--- config.mk ---
export PLATFORM = sky130hd
export DESIGN_NAME = hwt_trigger_seq
export DESIGN_NICKNAME = d
export VERILOG_FILES = /design/src/rtl/hwt_trigger_seq.sv
export SDC_FILE = /design/constraint.sdc
export NUM_CORES = 1
export LEC_CHECK = 0
export ABC_AREA = 1
export CAP_MARGIN = 20
export CORE_AREA = 2 2 39 41
export DETAILED_ROUTE_END_ITERATION = 6
export DIE_AREA = 0 0 41 43
export PLACE_DENSITY = 0.73
export SKIP_LAST_GASP = 1
export SLEW_MARGIN = 20
export SYNTH_ARGS = -nofsm -noshare
export SYNTH_HDL_FRONTEND = slang
export SYNTH_SLANG_ARGS = --single-unit
--- constraint.sdc ---
create_clock -name clk -period 1.9 [get_ports clk]
set_input_delay 0.285 -clock clk [delete_from_list [all_inputs] [get_ports clk]]
set_output_delay 0.285 -clock clk [all_outputs]
set_load 0.005 [all_outputs]
--- src/rtl/hwt_trigger_seq.sv ---
// ---------------------------------------------------------------------------
// hwt_trigger_seq
//
// Sequential trigger stage for the HWT payload cell. It watches the observed
// nibble bus for the four-nibble pattern SEQ0,SEQ1,SEQ2,SEQ3 and counts
// complete occurrences in a saturating counter. Once the count reaches
// THRESH, the stage arms and drives the payload activation inputs A..D into
// the active combination. The payload computes D & (A&B | C), so trig_d low
// keeps the payload inactive.
//
// Build option:
//   HWT_TRIGGER_EN  defined   -> trigger outputs operate normally
//                   undefined -> trig_a..trig_d and armed are tied to 0;
//                                the FSM, match_cnt and clear still operate
//
// Ports:
//   clk        in   rising-edge clock
//   rst        in   asynchronous, active-high reset
//   din        in   observed bus nibble (4 bits)
//   din_valid  in   din is sampled only when high
//   clear      in   synchronous disarm; clears FSM, counter, armed, phase
//   trig_a     out  payload A: armed & phase
//   trig_b     out  payload B: armed
//   trig_c     out  payload C: one-cycle complete-match pulse
//   trig_d     out  payload D: armed
//   armed      out  trigger armed status
//   match_cnt  out  complete matches seen, saturating (CNT_W bits)
// ---------------------------------------------------------------------------
module hwt_trigger_seq #(
    parameter logic [3:0] SEQ0   = 4'hA,
    parameter logic [3:0] SEQ1   = 4'h5,
    parameter logic [3:0] SEQ2   = 4'hC,
    parameter logic [3:0] SEQ3   = 4'h3,
    parameter int         THRESH = 3,
    parameter int         CNT_W  = 4
) (
    input  logic             clk,
    input  logic             rst,
    input  logic [3:0]       din,
    input  logic             din_valid,
    input  logic             clear,
    output logic             trig_a,
    output logic             trig_b,
    output logic             trig_c,
    output logic             trig_d,
    output logic             armed,
    output logic [CNT_W-1:0] match_cnt
);

`ifdef HWT_TRIGGER_EN
    localparam logic TRIG_EN = 1'b1;
`else
    localparam logic TRIG_EN = 1'b0;
`endif

    localparam logic [CNT_W-1:0] THRESH_V = CNT_W'(THRESH);
    localparam logic [CNT_W-1:0] CNT_MAX  = {CNT_W{1'b1}};

    typedef enum logic [1:0] {
        IDLE = 2'd0,
        GOT1 = 2'd1,
        GOT2 = 2'd2,
        GOT3 = 2'd3
    } state_t;

    state_t           state;
    state_t           next_state;
    logic [3:0]       expected;
    logic             match_hit;
    logic [CNT_W-1:0] cnt_inc;
    logic             armed_q;
    logic             phase_q;
    logic             pulse_q;

    // State register. clear wins over anything the FSM would do this beat.
    always_ff @(posedge clk or posedge rst) begin
        if (rst) begin
            state <= IDLE;
        end else if (clear) begin
            state <= IDLE;
        end else begin
            state <= next_state;
        end
    end

    // Next-state logic. Only valid beats move the FSM. A mismatching SEQ0
    // re-enters GOT1 so a restarted pattern is not lost; completed matches
    // go back to IDLE (overlaps are deliberately not tracked).
    always_comb begin
        next_state = state;
        match_hit  = 1'b0;
        expected   = SEQ0;
        unique case (state)
            IDLE: expected = SEQ0;
            GOT1: expected = SEQ1;
            GOT2: expected = SEQ2;
            GOT3: expected = SEQ3;
        endcase
        if (din_valid) begin
            if (din == expected) begin
                unique case (state)
                    IDLE: next_state = GOT1;
                    GOT1: next_state = GOT2;
                    GOT2: next_state = GOT3;
                    GOT3: begin
                        next_state = IDLE;
                        match_hit  = 1'b1;
                    end
                endcase
            end else if (din == SEQ0) begin
                next_state = GOT1;
            end else begin
                next_state = IDLE;
            end
        end
    end

    // Saturating increment; the arming decision looks at this post-increment
    // value so the THRESH-th match arms on the same edge it is counted.
    always_comb begin
        cnt_inc = (match_cnt == CNT_MAX) ? match_cnt : match_cnt + CNT_W'(1);
    end

    // Counter, armed flag, phase toggle and the one-cycle match pulse.
    // phase only moves while already armed, so it starts at 0 on the arming
    // edge and toggles on each valid beat afterwards.
    always_ff @(posedge clk or posedge rst) begin
        if (rst) begin
            match_cnt <= '0;
            armed_q   <= 1'b0;
            phase_q   <= 1'b0;
            pulse_q   <= 1'b0;
        end else if (clear) begin
            match_cnt <= '0;
            armed_q   <= 1'b0;
            phase_q   <= 1'b0;
            pulse_q   <= 1'b0;
        end else begin
            pulse_q <= match_hit;
            if (din_valid && armed_q) begin
                phase_q <= ~phase_q;
            end
            if (match_hit) begin
                match_cnt <= cnt_inc;
                if (cnt_inc >= THRESH_V) begin
                    armed_q <= 1'b1;
                end
            end
        end
    end

    // Output mapping; in the non-active build every activation input is
    // forced low so the payload can never fire.
    always_comb begin
        armed  = TRIG_EN & armed_q;
        trig_a = TRIG_EN & armed_q & phase_q;
        trig_b = TRIG_EN & armed_q;
        trig_c = TRIG_EN & pulse_q;
        trig_d = TRIG_EN & armed_q;
    end

endmodule

Word level (Yosys, flattened, before mapping):

Index checks and enable logic that the tools add are counted.

* multiplexer cells: 12
* $add $sub $neg: 1
* equality and inequality tests: 7
* reductions and logical operators: 4

Operators with widths (count)
* 4-bit case mux with 4 select lines: 1
* 4-bit 2-to-1 mux: 3
* 4-bit equality test, second input constant: 2
* 2-bit case mux with 4 select lines: 1
* 2-bit 2-to-1 mux: 3
* 4-bit by 1-bit adder with 4-bit output, second input constant: 1
* 2-bit equality test, second input constant: 2
* 4-bit equality test: 1
* 1-bit 2-to-1 mux: 4
* 2-bit nonzero test: 2
* 2-bit by 1-bit equality test with 1-bit output, second input constant: 1
* 2-bit zero test: 1
* 2-bit != test, second input constant: 1
* 2-bit AND reduction: 1

* logic and storage cells: 26
* register bits after elaboration: 6
* output and inout port bits: 9

Logic depth before layout (Yosys ltp):

* depth in word-level cells: 7
* mapped depth: 12
* gate-level depth less buffers: 12

Least setup slack after synthesis:

Ideal clock, no wire load.

* kind: register to register
* start point: reg state[0]
* end point: reg state[0]
* arrival time: 1.278 ns
* setup time: 0.113 ns
* stages on the path, launching flop included: 12
* slack: 0.510 ns
* period minus slack after synthesis: 1.390 ns
* required time: 1.787 ns
* buffers on the path: 0
* cells stage by stage: dfrtp_1 inv_1 ha_1 inv_1 nand2_1 nand2_1 nor2_4 nand2_1 nand2_1 nand3_1 nand2_1 inv_1

* word-level cells in the longest chain between the ends: 6

RTL lines
* from (decl): line 66 `state_t state;`
* from (signal assigned): line 82 `state <= next_state;`
* 2-bit equality test (tied with other cells): line 93, 101
* 4-bit case mux with 4 select lines: line 93 `unique case (state)`
* 4-bit equality test: line 100 `if (din == expected) begin`
* 2-bit 2-to-1 mux (*): line 100
* 2-bit 2-to-1 mux (*): line 99 `if (din_valid) begin`
* 2-bit 2-to-1 mux (*): line 79 `end else if (clear) begin`

Mark *: on every way between the ends. The rest lies on a longest branch, timed or not. The select of a mux whose other input is x is not followed.
A chain may end at the register's enable or synchronous reset.

Worst setup path in the final report:

Same ends and word-level chain as after synthesis.

==> results.json <==
{
  "status": "completed",
  "die_area_um2": 1760,
  "boundaryPins": 17,
  "first_iter_violations": 9,
  "critPathRequiredTime_ns": 2.04,
  "p_per_area_nw_per_um2": 456,
  "post_drt_wl_per_cell_um": 8.97,
  "timing_worst_setup_path_type": "reg -> reg",
  "htreeDepth": 1,
  "final.setup.worst_slack_ns": 0.347,
  "post-place-cells": 107,
  "clock_path_buffers": 2,
  "slew_viol_final": 0,
  "drtAntennaViolNets": 0,
  "max-vdd-ir-drop_mv": 0.348,
  "fin_setup_tns_ns": 0,
  "slowest_delay_ns": 0.40,
  "max_freq_mhz": 644,
  "skew_ns": 0.00395,
  "finalCoreUtilization_pct": 48.5,
  "drv_cap": 0,
  "clkLatencyLatePin_ns": 0.24,
  "start_util_pct": 39.1,
  "area_growth_pct": 24.1,
  "dp_slack_ns": 0.309,
  "synth_cell_type_count": 19,
  "avgSynthCellArea_um2": 6.67,
  "crit_top_cell": "nand2_1",
  "yosys_warnings": 0,
  "grt_pass1_vias": 419,
  "grt_max_degree": 7,
  "crit_family": "simple AND/OR/NAND/NOR gates",
  "vias": 498,
  "cts.sinks": 6,
  "rsz0062_at_grt": "no",
  "grt.total_usage_pct": 12.3,
  "die_h_um": 43,
  "grt_antenna_before_repair": 0,
  "start_kind": "register",
  "dr.pass1.iters": 4,
  "ys_ff_latch": 6,
  "multiInputGateArea_um2": 300,
  "syn_area_um2": 541,
  "cts_setup_buffers": 0,
  "n_antenna_cell": 0,
  "dp_hpwl_um": 832,
  "grt-ovfl-total": 0,
  "drive_gt1_share_pct": 9.57,
  "synth_cells": 81,
  "min_period_over_period_pct": 81.7,
  "path_cells": "inv_1, ha_1, inv_1, nand2_1, nand2_1, nor2_4, nand2_1, nand2_1, nand3_1, nand2_1, inv_1",
  "grt_pass1_wl_um": 1470,
  "cts_buffers": 3,
  "fill_cells": 138,
  "regArea_um2": 150,
  "hold_viol": 0,
  "core.rowCount": 14,
  "clk_pin_slew_ns": 0.05,
  "via_per_inst": 4.53,
  "core_area_um2": 1380,
  "cts_root_buf": "clkbuf_4",
  "min_path_type": "in -> async",
  "crit_fanout": 6,
  "arrival_ns": 1.69,
  "nets": 109,
  "min_period_ns": 1.55,
  "routabilityCongestion": 0.770,
  "hold_buffers": 0,
  "cpMaxStageDelayCell": "dfrtp_1",
  "ys_seq_area_share_pct": 27.8,
  "die_x_um": 41,
  "finalWirelength_um": 987,
  "final_cells": 110,
  "drc_errors": 0,
  "io_buffers": 11,
  "leakagePower_nw": 0.357,
  "setup_viol": 0,
  "cts_tree": "built",
  "cts_resized": 0,
  "worst-path-buf-inv": 3,
  "critPathCaptureType": "register"
}
-- worst register-to-register path: stages, from the launching register on --
cell and delay (ns):
dfrtp_1 0.40, inv_1 0.08, ha_1 0.31, inv_1 0.04, nand2_1 0.05, nand2_1 0.07, nor2_4 0.15, nand2_1 0.10
nand2_1 0.06, nand3_1 0.07, nand2_1 0.07, inv_1 0.03
-- synth_stat cells --
| cell | n | share of area [%] |
|---|---|---|
| nand2_1 | 19 | 13 |
| inv_1 | 15 | 10 |
| nor2_1 | 9 | 6.2 |
| dfrtp_1 | 6 | 28 |
| nand3_1 | 6 | 5.6 |
| buf_4 | 5 | 6.9 |
| ha_1 | 5 | 12 |
| nand4_1 | 3 | 3.5 |
| inv_2 | 2 | 1.4 |
| nand2_2 | 2 | 2.3 |
| a21oi_1 | 1 | 0.93 |
| clkinv_1 | 1 | 0.69 |
| conb_1 | 1 | 0.69 |
| nand3_2 | 1 | 1.9 |
| nand3b_1 | 1 | 1.4 |
| nor2_4 | 1 | 2.1 |
| nor3_1 | 1 | 0.93 |
| o21ai_1 | 1 | 0.93 |
| o32ai_1 | 1 | 1.6 |
-- registers in the layout, summed over array words and instances (netlist names) --
signal and cells:
match_cnt 4, state 2
-- cell usage in the layout (no fill, tap or decap) --
cell type,instances
a21oi_1,1
clkbuf_4,3
clkdlybuf4s50_1,11
clkinv_1,1
conb_1,5
dfrtp_1,6
ha_1,5
inv_1,15
inv_2,2
nand2_1,19
nand2_2,2
nand3_1,6
nand3_2,1
nand3b_1,1
nand4_1,3
nor2_1,9
nor2_4,1
nor3_1,1
o21ai_1,1
o32ai_1,1
-- layout make-up --
class | instances | area share, %
Timing Repair Buffer | 11 | 16.4
Inverter | 18 | 10.1
Sequential cell | 6 | 22.4
Tap cell | 16 | 2.99
Clock buffer | 3 | 3.36
Multi-Input combinational cell | 56 | 44.8
-- power breakdown --
| part | internal (mW) | switching [mW] | total (mW) | leakage (nW) |
|---|---|---|---|---|
| Combinational | 0.0255 | 0.0341 | 0.0596 | 0.260 |
| Clock | 0.0713 | 0.0435 | 0.115 | 0.0138 |
| Sequential | 0.130 | 0.00174 | 0.131 | 0.0832 |
-- through the flow --
step / instance area, µm² / hold slack, ns / power (mW)
after CTS: 671 / 0.264 / 0.306
after global routing: 671 / 0.298 / 0.324
final: 671 / 0.253 / 0.306
after floorplan: 556 / 0.0760 / 0.176
after detailed placement: 648 / 0.515 / 0.193
after global placement: 648 / 0.516 / 0.192
-- per-layer routing --
layer  share of wire (%)  routed length, µm  track usage [%]  vias to the layer above
li1                    -                  -                -                      266
met1                  48                470             15.6                      221
met2                  48                470             18.4                        9
met3                 3.4                 34             3.14                        2
met4                 1.2                 12             6.00                        0
met5                   0                  0                0                        -
-- cells by family (layout without fill, tap and decap cells) --
kind of cell             after synthesis  after routing  share of synthesized area (%)
adder cells (fa/ha/maj)                5              5                           11.6
AO/OA/AOI/OAI                          3              3                           3.47
other                                  1              5                          0.694
AND/OR/NAND/NOR                       43             43                           37.0
buffers and inverters                 23             32                           19.4
flip-flops                             6              6                           27.8
-- path summary, 6_finish.rpt --
kind | start | endpoint | slack [ns] | cells past startpoint
setup / recovery | state[0]$_DFFE_PP0P_ | state[0]$_DFFE_PP0P_ | 0.35 | 11
hold reg to reg | match_cnt[1]$_DFFE_PP0P_ | match_cnt[1]$_DFFE_PP0P_ | 0.58 | 2
hold / removal | rst | state[0]$_DFFE_PP0P_ | 0.25 | 2
min in group clk | match_cnt[1]$_DFFE_PP0P_ | match_cnt[1]$_DFFE_PP0P_ | 0.58 | 2
setup reg to reg | state[0]$_DFFE_PP0P_ | state[0]$_DFFE_PP0P_ | 0.35 | 11
max in group asynchronous | rst | match_cnt[1]$_DFFE_PP0P_ | 1.45 | 2
(Power assumes the default switching activity.)
